<file path="config.mk">
export PLATFORM = sky130hd
export DESIGN_NAME = subservient_dbg_loader
export DESIGN_NICKNAME = d
export VERILOG_FILES = /design/src/rtl/subservient_dbg_loader.sv
export SDC_FILE = /design/constraint.sdc
export NUM_CORES = 1
export LEC_CHECK = 0
export ABC_CLOCK_PERIOD_IN_PS = 4400
export CAP_MARGIN = 20
export CORE_ASPECT_RATIO = 1.25
export CORE_UTILIZATION = 46
export CTS_CLUSTER_DIAMETER = 150
export CTS_CLUSTER_SIZE = 8
export DETAILED_ROUTE_END_ITERATION = 8
export PLACE_DENSITY = 0.89
export SETUP_SLACK_MARGIN = 0.3
export SYNTH_ARGS = -nofsm -noshare
export SYNTH_HDL_FRONTEND = slang
export SYNTH_SLANG_ARGS = --single-unit
</file>
<file path="constraint.sdc">
create_clock -name i_clk -period 4.4 [get_ports i_clk]
set_input_delay 0.88 -clock i_clk [delete_from_list [all_inputs] [get_ports i_clk]]
set_output_delay 0.88 -clock i_clk [all_outputs]
set_load 0.05 [all_outputs]
</file>
<file path="src/rtl/subservient_dbg_loader.sv">
`default_nettype none
// ============================================================================
// Module   : subservient_dbg_loader
// Brief    : Packs a firmware byte stream little-endian into 32-bit words and
//            writes them to SRAM over the subservient debug Wishbone port while
//            holding the core in debug mode. Optional readback check of every
//            word when SUBSERVIENT_LOADER_VERIFY_EN is defined.
// Revision : 1.0 - initial release
// ============================================================================
module subservient_dbg_loader #(
    parameter int memsize     = 512,
    parameter int aw          = $clog2(memsize),
    parameter int ACK_TIMEOUT = 255
) (
    input  logic          i_clk,
    input  logic          i_rst,
    input  logic          i_start,
    input  logic [7:0]    i_byte_data,
    input  logic          i_byte_valid,
    input  logic          i_byte_last,
    output logic          o_byte_ready,
    output logic          o_debug_mode,
    output logic [31:0]   o_wb_dbg_adr,
    output logic [31:0]   o_wb_dbg_dat,
    output logic [3:0]    o_wb_dbg_sel,
    output logic          o_wb_dbg_we,
    output logic          o_wb_dbg_stb,
    input  logic [31:0]   i_wb_dbg_rdt,
    input  logic          i_wb_dbg_ack,
    output logic          o_busy,
    output logic          o_done,
    output logic          o_err,
    output logic [aw:0]   o_count
);

    typedef enum logic [2:0] {
        S_IDLE    = 3'd0,
        S_COLLECT = 3'd1,
        S_WRITE   = 3'd2,
        S_VERIFY  = 3'd3,
        S_DONE    = 3'd4
    } state_t;

    localparam logic [aw:0] c_mem_bytes = (aw+1)'(memsize);
    localparam logic [aw:0] c_count_one = (aw+1)'(1);
    localparam logic [7:0]  c_tmo_last  = 8'(ACK_TIMEOUT - 1);

    state_t      r_state_q, w_state_d;
    logic [31:0] r_adr_q,   w_adr_d;
    logic [31:0] r_dat_q,   w_dat_d;
    logic [3:0]  r_sel_q,   w_sel_d;
    logic [1:0]  r_lane_q,  w_lane_d;
    logic [aw:0] r_count_q, w_count_d;
    logic        r_last_q,  w_last_d;
    logic        r_err_q,   w_err_d;
    logic [7:0]  r_tmo_q,   w_tmo_d;
    logic        w_advance;
    logic        w_rd_mismatch;

`ifdef SUBSERVIENT_LOADER_VERIFY_EN
    logic [31:0] w_lane_mask;
    for (genvar g = 0; g < 4; g++) begin : g_lane_mask
        assign w_lane_mask[8*g +: 8] = {8{r_sel_q[g]}};
    end
    assign w_rd_mismatch = |((i_wb_dbg_rdt ^ r_dat_q) & w_lane_mask);
`else
    logic w_unused_rdt;
    assign w_unused_rdt  = ^i_wb_dbg_rdt;
    assign w_rd_mismatch = 1'b0;
`endif

    always_comb begin
        w_state_d = r_state_q;
        w_adr_d   = r_adr_q;
        w_dat_d   = r_dat_q;
        w_sel_d   = r_sel_q;
        w_lane_d  = r_lane_q;
        w_count_d = r_count_q;
        w_last_d  = r_last_q;
        w_err_d   = r_err_q;
        w_tmo_d   = r_tmo_q;
        w_advance = 1'b0;

        case (r_state_q)
            S_IDLE, S_DONE: begin
                if (i_start) begin
                    w_state_d = S_COLLECT;
                    w_adr_d   = '0;
                    w_dat_d   = '0;
                    w_sel_d   = '0;
                    w_lane_d  = '0;
                    w_count_d = '0;
                    w_last_d  = 1'b0;
                    w_err_d   = 1'b0;
                end
            end
            S_COLLECT: begin
                if (i_byte_valid) begin
                    // Overflow byte is swallowed so the source is never stalled.
                    if (r_count_q == c_mem_bytes) begin
                        w_err_d   = 1'b1;
                        w_state_d = S_DONE;
                    end else begin
                        w_dat_d[{r_lane_q, 3'b000} +: 8] = i_byte_data;
                        w_sel_d[r_lane_q] = 1'b1;
                        w_count_d = r_count_q + c_count_one;
                        w_lane_d  = r_lane_q + 2'd1;
                        if (r_lane_q == 2'd3 || i_byte_last) begin
                            w_state_d = S_WRITE;
                            w_last_d  = i_byte_last;
                            w_tmo_d   = '0;
                        end
                    end
                end
            end
            S_WRITE, S_VERIFY: begin
                if (i_wb_dbg_ack) begin
`ifdef SUBSERVIENT_LOADER_VERIFY_EN
                    if (r_state_q == S_WRITE) begin
                        w_state_d = S_VERIFY;
                        w_tmo_d   = '0;
                    end else if (w_rd_mismatch) begin
                        w_err_d   = 1'b1;
                        w_state_d = S_DONE;
                    end else begin
                        w_advance = 1'b1;
                    end
`else
                    w_advance = 1'b1;
`endif
                end else if (r_tmo_q == c_tmo_last) begin
                    w_err_d   = 1'b1;
                    w_state_d = S_DONE;
                end else begin
                    w_tmo_d = r_tmo_q + 8'd1;
                end
            end
            default: w_state_d = S_IDLE;
        endcase

        if (w_advance) begin
            w_adr_d   = r_adr_q + 32'd4;
            w_dat_d   = '0;
            w_sel_d   = '0;
            w_lane_d  = '0;
            w_state_d = r_last_q ? S_DONE : S_COLLECT;
        end
    end

    always_ff @(posedge i_clk) begin
        if (i_rst) begin
            r_state_q <= S_IDLE;
            r_adr_q   <= '0;
            r_dat_q   <= '0;
            r_sel_q   <= '0;
            r_lane_q  <= '0;
            r_count_q <= '0;
            r_last_q  <= 1'b0;
            r_err_q   <= 1'b0;
            r_tmo_q   <= '0;
        end else begin
            r_state_q <= w_state_d;
            r_adr_q   <= w_adr_d;
            r_dat_q   <= w_dat_d;
            r_sel_q   <= w_sel_d;
            r_lane_q  <= w_lane_d;
            r_count_q <= w_count_d;
            r_last_q  <= w_last_d;
            r_err_q   <= w_err_d;
            r_tmo_q   <= w_tmo_d;
        end
    end

    assign o_busy       = (r_state_q == S_COLLECT) || (r_state_q == S_WRITE) ||
                          (r_state_q == S_VERIFY);
    assign o_debug_mode = o_busy;
    assign o_byte_ready = (r_state_q == S_COLLECT);
    assign o_wb_dbg_stb = (r_state_q == S_WRITE) || (r_state_q == S_VERIFY);
    assign o_wb_dbg_we  = (r_state_q == S_WRITE);
    assign o_wb_dbg_adr = r_adr_q;
    assign o_wb_dbg_dat = r_dat_q;
    assign o_wb_dbg_sel = r_sel_q;
    assign o_done       = (r_state_q == S_DONE);
    assign o_err        = r_err_q;
    assign o_count      = r_count_q;

endmodule
`default_nettype wire

</file>
==> results of run 1 <==
power by group:
| part | internal [mW] | total [mW] | switching (mW) |
|---|---|---|---|
| Combinational | 0.0900 | 0.286 | 0.196 |
| Clock | 0.528 | 0.842 | 0.315 |
| Sequential | 0.839 | 0.858 | 0.0188 |
sequential cells by signal, summed over array words and instances, names as in the netlist:
register and flops:
o_wb_dbg_dat 32, o_wb_dbg_adr 30, o_count 10, r_tmo_q 8
o_wb_dbg_sel 4, r_state_q 3, r_lane_q 2, o_err 1
r_last_q 1
worst max-delay path, cell delays in order (launching register included):
cell and delay [ns]:
dfxtp_1 0.54, or3b_1 0.57, inv_1 0.18, clkdlybuf4s50_1 0.86
path summary, 6_finish.rpt:
check,start,end,cells after the start
max,r_state_q[0],o_byte_ready,3
min,o_wb_dbg_sel[0],o_wb_dbg_sel[0],2
max reg2reg,r_state_q[1],o_wb_dbg_adr[27],5
min reg2reg,o_wb_dbg_sel[0],o_wb_dbg_sel[0],2
cell families after synthesis:
group	Yosys count	share of synthesized area, %
buffers and inverters	44	5.031
AO/OA/AOI/OAI	96	14.50
adder cells (fa/ha/maj)	9	2.544
XOR/XNOR	25	4.946
flip-flops	91	41.15
other	1	0.08471
multiplexers	6	1.498
AND/OR/NAND/NOR	236	30.24
layout make-up:
cell class | count | area [µm²]
fillers | 721 | 3496
flip-flops and latches | 91 | 1822
multi-input cells | 374 | 2386
well taps | 123 | 153.9
inverters | 14 | 52.55
clock inverters | 4 | 72.57
repair buffers | 99 | 983.4
clock buffers | 12 | 256.5
metal layers:
| metal | track usage, % | vias to the layer above |
|---|---|---|
| met4 | 10.49 | 0 |
| met2 | 39.85 | 175 |
| li1 | - | 1982 |
| met1 | 24.87 | 1948 |
| met3 | 5.738 | 28 |
| met5 | 0 | - |
per-stage QoR:
step	hold slack [ns]	setup WS [ns]
global placement	0.4393	1.198
global route	0.4790	0.9774
detailed placement	0.4496	1.143
CTS	0.4591	1.049
finish	0.4542	1.026
floorplan	0.4720	1.975
cell usage in the layout (no fill, tap or decap), types with 4 or more instances in the layout:
cell	count
xor2_1	4
dfxtp_1	91
nor3_1	14
o22ai_1	7
a21oi_1	18
nand4_1	9
nand2_1	57
xnor2_1	21
o21ai_0	32
clkdlybuf4s50_1	96
ha_1	9
a31oi_1	4
nor2_1	53
or3b_1	4
nor4_1	11
clkbuf_16	9
nor4_4	5
and3_1	4
and4_1	6
inv_1	14
mux2i_1	4
a311oi_1	5
a22o_1	8
nand3_1	43
==> results.cfg, run 1 <==
[run_status]
status = completed

[power_and_ir_drop]
power_mw = 1.987
powerDensity_nw_per_um2 = 347.0
ir_worst_vdd_v = 0.0002216
p_leak_nw = 1.917

[clock_network]
cts_tree = done
post_cts_buffers = 0
cts_resized = 0
clock-sinks = 91
worstSkewPairLatency_ns = 0.35
clkTransAtPathRegs_ns = 0.06
ctsLongestPathBuffers = 2
numCtsBuffers = 9
hold_buffers = 0
h-tree-depth = 3
cts_root_buf = clkbuf_16

[floorplanning]
rows = 39
die-area_um2 = 10020
coreArea_um2 = 9223
pin_count = 131
dieHeight_um = 111.7
start_util_pct = 48.00
die_x_um = 89.74

[placement]
gp_congestion = 0.8736
dpl_cell_area_um2 = 5398
hpwl_um = 8146
port_buffers = 96
dp_cells = 701

[sta]
period_share_pct = 76.67
setup_viol = 0
fmax_ghz = 0.2964
hold_viol_final = 0
fin_crit_ns = 3.374
max-slew-margin-rel_pct = 40.53
skew_ns = 0.008520
slew_viol_final = 0
tightest_slew_ns = 0.8888
rsz0062_at_grt = no
finalSetupTns_ns = 0

[logic_synthesis]
post-synth-top-count-cell = dfxtp_1
synth_area_um2 = 4427
synth_edf_count = 0
synth-seq-cells = 91
ys_seq_area_share_pct = 41.15
synthDistinctLibCells = 65
synth-main-ff-cell = dfxtp_1
yosysTopAreaCell = dfxtp_1
netlist_instances = 508
synth_common_cells = dfxtp_1 (91), nand2_1 (57), nor2_1 (53), nand3_1 (43), o21ai_0 (32)
synth_top_cell_area_share_pct = 41.15
synth.area.top_cells = dfxtp_1 (41%), nand3_1 (4.9%), nand2_1 (4.8%)
yosys_warnings = 0
syn_avg_cell_area_um2 = 8.714
synth_async_sr_flop_share_pct = 0

[cells_and_area]
fin_cells = 717
design_area_um2 = 5727
syn2layout_area_growth_pct = 29.37
antenna_cells = 0
drive_gt1_share_pct = 8.081
layout.nets = 644
postLayoutCoreUtil_pct = 62.09

[drt]
dr_wl_met2_um = 5863
firstDrtPassIters = 6
met3WireLength_um = 639
antenna_left = 0
drt-met1-wl_um = 4421
vias = 4133
vias_per_cell = 5.764
post_drt_wl_per_cell_um = 15.68
detail_route.wirelength_um = 11240
drc = 0
top_layer_used = met4
drt_iter0_drc = 240

[setup_path]
worst-setup-path-type = reg -> out
end_kind = output port
critPathMaxFanout = 8
cp_data_required_time_ns = 3.52
reg2reg_slack_ns = 2.02
cp-start-kind = flop
critPathArrivalTime_ns = 2.49

[run]
maxCapViolCount = 0

[grt]
grt_first_pass_wirelength_um = 18080
grt_pass1_vias = 3806
track_usage_pct = 22.39
grt_overflow = 0
antenna_found_initial = 0
grt_max_degree = 28

[hold_path]
hp-class = reg -> reg
Note: power is estimated with default switching activity, not from simulation.
==> inputs of run 2 (changes only) <==
--- a/config.mk
+++ b/config.mk
@@ -5,14 +5,14 @@
 export SDC_FILE = /design/constraint.sdc
 export NUM_CORES = 1
 export LEC_CHECK = 0
-export ABC_CLOCK_PERIOD_IN_PS = 4400
+export ABC_CLOCK_PERIOD_IN_PS = 2900
 export CAP_MARGIN = 20
 export CORE_ASPECT_RATIO = 1.25
-export CORE_UTILIZATION = 46
+export CORE_UTILIZATION = 43
 export CTS_CLUSTER_DIAMETER = 150
 export CTS_CLUSTER_SIZE = 8
 export DETAILED_ROUTE_END_ITERATION = 8
-export PLACE_DENSITY = 0.89
+export PLACE_DENSITY = 0.88
 export SETUP_SLACK_MARGIN = 0.3
 export SYNTH_ARGS = -nofsm -noshare
 export SYNTH_HDL_FRONTEND = slang
==> constraint.sdc (replaced) <==
create_clock -name i_clk -period 2.9 [get_ports i_clk]
set_input_delay 0.58 -clock i_clk [delete_from_list [all_inputs] [get_ports i_clk]]
set_output_delay 0.58 -clock i_clk [all_outputs]
set_load 0.05 [all_outputs]
==> results.cfg, run 2 (synthesis gave the netlist of run 1 again) <==
[run_status]
status = completed

[sta]
slew_viol_final = 0
max-slew-margin-rel_pct = 43.80
skew_ns = 0.006001
period_share_pct = 85.17
setup_viol = 0
rsz0062_at_grt = no
finalSetupTns_ns = 0
fin_crit_ns = 2.470
tightest_slew_ns = 0.8399
hold_viol_final = 0
fmax_ghz = 0.4049

[placement]
gp_congestion = 0.8704
hpwl_um = 8415
port_buffers = 96

[clock_network]
post_cts_buffers = 0
cts_tree = done
clock-sinks = 91
ctsLongestPathBuffers = 2
cts_root_buf = clkbuf_16
worstSkewPairLatency_ns = 0.35
h-tree-depth = 3
numCtsBuffers = 9
clkTransAtPathRegs_ns = 0.06
hold_buffers = 0

[cells_and_area]
layout_commonest_cell = dfxtp_1
antenna_cells = 0
syn2layout_area_growth_pct = 29.40
final_cell_mix = dfxtp_1 (91), clkdlybuf4s50_1 (90), nand2_1 (57)
fillCellCount = 872
largest_reg_flops = 32
layout.nets = 651
drive_gt1_share_pct = 9.182

[drt]
drc = 0
met3WireLength_um = 606
vias_per_cell = 5.706
drt_iter0_drc = 169
vias = 4154
top_layer_used = met4
detail_route.wirelength_um = 11570
dr_wl_met2_um = 5994
antenna_left = 0
post_drt_wl_per_cell_um = 15.90
firstDrtPassIters = 5
drt-met1-wl_um = 4586

[grt]
grt_pass1_vias = 3928
track_usage_pct = 22.39
grt_overflow = 0
grt_max_degree = 35
antenna_found_initial = 0
grt_first_pass_wirelength_um = 18960

[setup_path]
max_stage_delay_ns = 0.58
cp_data_required_time_ns = 2.32
crit_chain = nand2b_1, nor2_1, dlygate4sd2_1
end_kind = output port
critPathMaxFanout = 11
critPathArrivalTime_ns = 1.89
cp-start-kind = flop
reg2reg_slack_ns = 0.77
worst-setup-path-type = reg -> out
cp_slowest_cell = dfxtp_1

[power_and_ir_drop]
p_leak_nw = 1.951
ir_worst_vdd_v = 0.0003290
powerDensity_nw_per_um2 = 503.1
power_mw = 2.882

[floorplanning]
rows = 41
start_util_pct = 44.03
die_x_um = 92.75
die-area_um2 = 10710
pin_count = 131
dieHeight_um = 115.4
coreArea_um2 = 10050

[run]
maxCapViolCount = 0

[hold_path]
hp-class = reg -> reg
## run 2: worst max-delay path, delay by kind of cell, from the launching register on
| family | cells | cell delay (ns) |
|---|---|---|
| flops | 1 | 0.58 |
| simple gates | 2 | 0.41 |
| buf+inv | 1 | 0.55 |
## run 2: cell type report
| class | instances | area, µm² | share of cell area (%) |
|---|---|---|---|
| Tap cell | 129 | 161.4 | 2.818 |
| Inverter | 14 | 52.55 | 0.9174 |
| Timing Repair Buffer | 106 | 1023 | 17.87 |
| Clock inverter | 3 | 40.04 | 0.6990 |
| Clock buffer | 11 | 242.7 | 4.238 |
| Sequential cell | 91 | 1822 | 31.80 |
| Multi-Input combinational cell | 374 | 2386 | 41.66 |
## run 2: where the power goes
group          switching [mW]  leakage [nW]  internal, mW
registers              0.0291         0.734          1.27
clock network           0.462         0.141         0.678
logic                   0.301          1.08         0.137
total                   0.793          1.95          2.09
## run 2: path summary, 6_finish.rpt
path                                  startpoint                to  depth (start not counted)
worst min-delay path            o_wb_dbg_dat[28]  o_wb_dbg_dat[28]                          2
worst min register to register  o_wb_dbg_dat[28]  o_wb_dbg_dat[28]                          2
worst max register to register      r_state_q[1]  o_wb_dbg_adr[15]                          6
worst max-delay path                r_state_q[1]       o_wb_dbg_we                          3
## run 2: repair_timing
action / CTS / global route
resized for setup: 5 / 2
gates cloned: 0 / 0
setup endpoints to repair: 5 / 1
## run 2: stage by stage
stage / setup WS, ns / cells / cell area [µm²] / hold slack [ns] / utilization (%)
finish: 0.4302 / 728 / 5728 / 0.4683 / 56.97
global route: 0.3230 / 728 / 5728 / 0.4914 / 56.97
CTS: 0.3456 / 728 / 5732 / 0.4695 / 57.01
detailed placement: 0.2077 / 714 / 5455 / 0.4500 / 54.26
global placement: 0.2726 / 714 / 5455 / 0.4388 / 54.26
floorplan: 0.7406 / 509 / 4431 / 0.4720 / -
## run 2: metal layers
layer,global-route usage [%],vias up
met5,0,-
met4,12.41,0
met3,5.906,34
met2,39.31,138
met1,24.62,1992
li1,-,1990
==> inputs of run 3 (changes only) <==
--- a/config.mk
+++ b/config.mk
@@ -12,7 +12,7 @@
 export CTS_CLUSTER_DIAMETER = 150
 export CTS_CLUSTER_SIZE = 8
 export DETAILED_ROUTE_END_ITERATION = 8
-export PLACE_DENSITY = 0.88
+export PLACE_DENSITY = 0.77
 export SETUP_SLACK_MARGIN = 0.3
 export SYNTH_ARGS = -nofsm -noshare
 export SYNTH_HDL_FRONTEND = slang
==> results.cfg, run 3 (synthesis gave the netlist of run 1 again) <==
[sta]
period_share_pct = 83.42
rsz0062_at_grt = no
finalSetupTns_ns = 0
max-slew-margin-rel_pct = 41.14
tightest_slew_ns = 0.8797
slew_viol_final = 0
setup_viol = 0
skew_ns = 0.009332
fin_crit_ns = 2.419
hold_viol_final = 0
fmax_ghz = 0.4134

[setup_path]
cp_slowest_cell = dlygate4sd2_1
critPathMaxFanout = 11
end_kind = output port
max_stage_delay_ns = 0.52
path_buf_inv = 1
reg2reg_slack_ns = 0.77
cp-start-kind = flop
cp-startpoint = r_state_q[1]
r2r_start = r_state_q[1]
cp_data_required_time_ns = 2.32
rr_endpoint = o_wb_dbg_adr[15]
crit_chain = nor2_1, and2_1, dlygate4sd2_1
crit_family = simple AND/OR/NAND/NOR gates
rr_worst_depth = 6
worst-setup-path-type = reg -> out
critPathArrivalTime_ns = 1.84

[cells_and_area]
antenna_cells = 0
drive_gt1_share_pct = 9.667
largest_reg_flops = 32
layout.nets = 650
fin_cells = 729
layout_commonest_cell = dfxtp_1
syn2layout_area_growth_pct = 30.10
final_cell_mix = dfxtp_1 (91), clkdlybuf4s50_1 (90), nand2_1 (57)

[hold_path]
hp-start = o_wb_dbg_sel[0]
hold_depth = 2
hp-class = reg -> reg
whs_endpoint = o_wb_dbg_sel[0]

[floorplanning]
coreArea_um2 = 10050
die_x_um = 92.75
dieHeight_um = 115.4
start_util_pct = 44.03
rows = 41
pin_count = 131
die-area_um2 = 10710

[grt]
grt_first_pass_wirelength_um = 18330
grt_max_degree = 35
grt_pass1_vias = 3769
antenna_found_initial = 0
track_usage_pct = 21.47
grt_overflow = 0

[clock_network]
worstSkewPairLatency_ns = 0.35
numCtsBuffers = 9
cts_tree = done
clock-sinks = 91
cts_root_buf = clkbuf_16
ctsLongestPathBuffers = 2
clkTransAtPathRegs_ns = 0.06
h-tree-depth = 3

[run]
maxCapViolCount = 0

[power_and_ir_drop]
switchingPower_mw = 0.8327
powerDensity_nw_per_um2 = 521.5
ir_worst_vdd_v = 0.0003498
p_sw_share_pct = 27.72
p_int_mw = 2.171
p_leak_nw = 1.962
clkPwrFrac_pct = 42.3
pwr-share-comb_pct = 14.3
seqPwrFrac_pct = 43.3

[drt]
drt_iter0_drc = 164
vias_per_cell = 5.487
antenna_left = 0
vias = 4000
firstDrtPassIters = 7
detail_route.wirelength_um = 11270
drc = 1
post_drt_wl_per_cell_um = 15.46

[placement]
gp_congestion = 0.8385
dp_cells = 713
port_buffers = 96
hpwl_um = 8152

[run_status]
status = finished, violations left
violations = design-rule violations
==> run 3: layout make-up <==
type,instances,area (µm²)
multi-input cells,374,2386
fillers,920,4295
clock inverters,7,100.1
flip-flops and latches,91,1822
clock buffers,9,225.2
inverters,14,52.55
well taps,129,161.4
repair buffers,105,1012
==> run 3: what timing repair did <==
| action | in CTS | in global routing |
|---|---|---|
| hold buffers | 0 | 0 |
| setup endpoints to repair | 5 | 2 |
| gates resized for setup | 5 | 4 |
| setup buffers | 0 | 0 |
==> run 3: how the worst max path moves through the flow <==
stage / endpoint / slack [ns] / cells past startpoint
after detailed placement: o_wb_dbg_adr[27] / 0.17 / 6
final: o_done / 0.48 / 3
after CTS: o_wb_dbg_stb / 0.32 / 3
after floorplan: r_state_q[2] / 0.74 / 8
after global routing: o_done / 0.39 / 3
after global placement: o_wb_dbg_adr[27] / 0.26 / 6
==> run 3: worst min-delay path: cells and delay by family (launching register included) <==
family,cells,cell delay (ns)
AOI/OAI and AO/OA,1,0.05
DFF,1,0.33
and+or+nand+nor,1,0.04
==> run 3: power by group through the flow <==
| stage | registers [mW] | clock network, mW | logic (mW) |
|---|---|---|---|
| floorplan | 1.37 | 0 | 0.271 |
| global placement | 1.33 | 0 | 0.430 |
| detailed placement | 1.33 | 0 | 0.434 |
| CTS | 1.30 | 1.29 | 0.430 |
| global route | 1.30 | 1.35 | 0.461 |
| finish | 1.30 | 1.27 | 0.431 |
==> run 3: layer usage <==
metal | global-route usage [%] | share of wire (%) | up-vias
met2 | 37.14 | 50 | 96
met4 | 8.923 | 1.8 | 0
met1 | 25.72 | 43 | 1898
met5 | 0 | 0 | -
met3 | 4.921 | 4.4 | 17
li1 | - | - | 1989
==> run 3: through the flow <==
| step | total power [mW] | setup slack (ns) | utilization [%] | hold slack [ns] | area, µm² |
|---|---|---|---|---|---|
| 3_3_place_gp | 1.758 | 0.2626 | 54.18 | 0.4374 | 5448 |
| 4_1_cts | 3.018 | 0.3153 | 57.35 | 0.4642 | 5767 |
| 6_report | 3.004 | 0.4808 | 57.28 | 0.4555 | 5759 |
| 5_1_grt | 3.114 | 0.3902 | 57.28 | 0.4919 | 5759 |
| 2_1_floorplan | 1.644 | 0.7406 | - | 0.4720 | 4431 |
| 3_5_place_dp | 1.763 | 0.1691 | 54.18 | 0.4482 | 5448 |
==> edit, RTL diff (settings of run 2) <==
Re-encode `state_t` (5 states) as one-hot, 5 bits wide.
--- a/src/rtl/subservient_dbg_loader.sv
+++ b/src/rtl/subservient_dbg_loader.sv
@@ -34,10 +34,10 @@
 );
 
-    typedef enum logic [2:0] {
-        S_IDLE    = 3'd0,
-        S_COLLECT = 3'd1,
-        S_WRITE   = 3'd2,
-        S_VERIFY  = 3'd3,
-        S_DONE    = 3'd4
+    typedef enum logic [4:0] {
+        S_IDLE    = 5'b00001,
+        S_COLLECT = 5'b00010,
+        S_WRITE   = 5'b00100,
+        S_VERIFY  = 5'b01000,
+        S_DONE    = 5'b10000
     } state_t;
 
Function: same outputs for any inputs over 4 cycles, from zero or initial values and one cycle with i_rst high; so few cycles prove little.
==> edit against run 2 <==
First-iteration DRC count shrank 17%; routed wire length shrank 8.8%; critical endpoint is now o_wb_dbg_dat[10]$_SDFFE_PP0P_; sequential cell count grew 1; area after synthesis shrank 5.1%; cell area shrank 1.3%; setup slack lost 0.049 ns; highest routed layer unchanged.
Power is not compared: it rests on default switching activity, and its combinational part moved more than twofold at a synthesized area within 25%.
==> edit: results (changes against run 2) <==
[global_routing]
grt_pass1_vias=3657  ; -6.9%
grt.met1_usage=0.245  ; -0.000951
grt_pass1_wl_um=17400  ; -8.2%
grtUsageMet3=0.0678  ; +0.00870
grt_usage=0.210  ; -0.0141
grt_max_degree=39  ; +11%
grtUsageMet2=0.366  ; -0.0267

[route]
wl_per_cell_um=15.3  ; -3.5%
wl_met2_um=5390  ; -10%
wl_met1_um=4340  ; -5.3%
first_pass_iters=4  ; -1
routed_wirelength_um=10500  ; -8.8%

[placement]
place.gp.congestion=0.841  ; -3.4%
hpwl_um=7720  ; -8.3%
dpl.cell_count=672  ; -5.9%
postPlaceCellArea_um2=5340  ; -2.2%

[synth]
synth_compound_area_frac=0.219  ; +0.0744
synth-xor-area-share=0.0458  ; -0.00362
muxShareOfSynthArea=0  ; -0.0150
synthAdderAreaFrac=0.0268  ; +0.00136
synthTopCellsByArea=dfxtp_1, a22o_1, nor2_1, a21oi_1, xor2_1
synth_area_per_cell_um2=9.22  ; +5.8%
ys_seq_area_frac=0.438  ; +0.0267
synth_common_cells=dfxtp_1, nor2_1, a21oi_1
synth.distinct_cells=61  ; -6.2%

[worst_hold_path]
worstHoldStart=o_wb_dbg_dat[15]$_SDFFE_PP0P_
holdPathEnd=o_wb_dbg_dat[15]$_SDFFE_PP0P_
holdPathStages=1  ; -1

[power_and_ir_drop]
p_int_uw=2310
comb_power_share=0.301
power_frac_seq=0.379
pg_seq_uw=1360

[sta]
worst_pin_slew_ns=0.765  ; -0.0749 ns
skew_ns=0.00689  ; +0.000888 ns

[final_layout]
drive_above_1_share=0.116  ; +0.0238
multi_input_area_um2=2200  ; -7.7%
diodes=0  ; unchanged
fillers=804  ; -7.8%

[worst_setup_path]
worstPathArrival_ns=2.81  ; +0.92 ns
setup.worst_path.class=flop to flop
cp_max_fo=8  ; -3
max_stage_delay_ns=0.54  ; -0.04 ns
crit_family=compound AO/OA/AOI/OAI gates
cp_slowest_cell=o41ai_4
endpoint=o_wb_dbg_dat[10]$_SDFFE_PP0P_
reg2reg_from=o_count[0]$_SDFFE_PP0P_
rrSetupSlack_ns=0.38  ; -0.39 ns
r2r_cells=8  ; +2

[cts]
clk_latency_ns=0.34
post_cts_resized=1  ; -4

[status]
status=finished clean

edit: cell types whose count changed after synthesis, sizes merged, moves of 13 or more:
| cell | run 2 | this run |
|---|---|---|
| a21oi | 19 | 34 |
| a22o | 8 | 24 |
| buf | 23 | 10 |
| nand2 | 57 | 27 |
| nand3 | 44 | 26 |
| nor2 | 57 | 42 |
| nor4 | 18 | 4 |
| xnor2 | 21 | 5 |
| xor2 | 4 | 17 |
edit: cell type report:
cell class,count,share of cell area
Multi-Input combinational cell,325,0.390
Sequential cell,92,0.326
Timing Repair Buffer,111,0.192
Clock buffer,9,0.0398
Tap cell,126,0.0279
Inverter,18,0.0128
Clock inverter,7,0.0120
edit: per-stage QoR:
stage | hold WS [ns] | setup slack [ns]
detailed placement | 0.464 | 0.0706
global placement | 0.454 | 0.103
finish | 0.478 | 0.381
floorplan | 0.461 | 0.404
global route | 0.493 | 0.287
CTS | 0.480 | 0.276
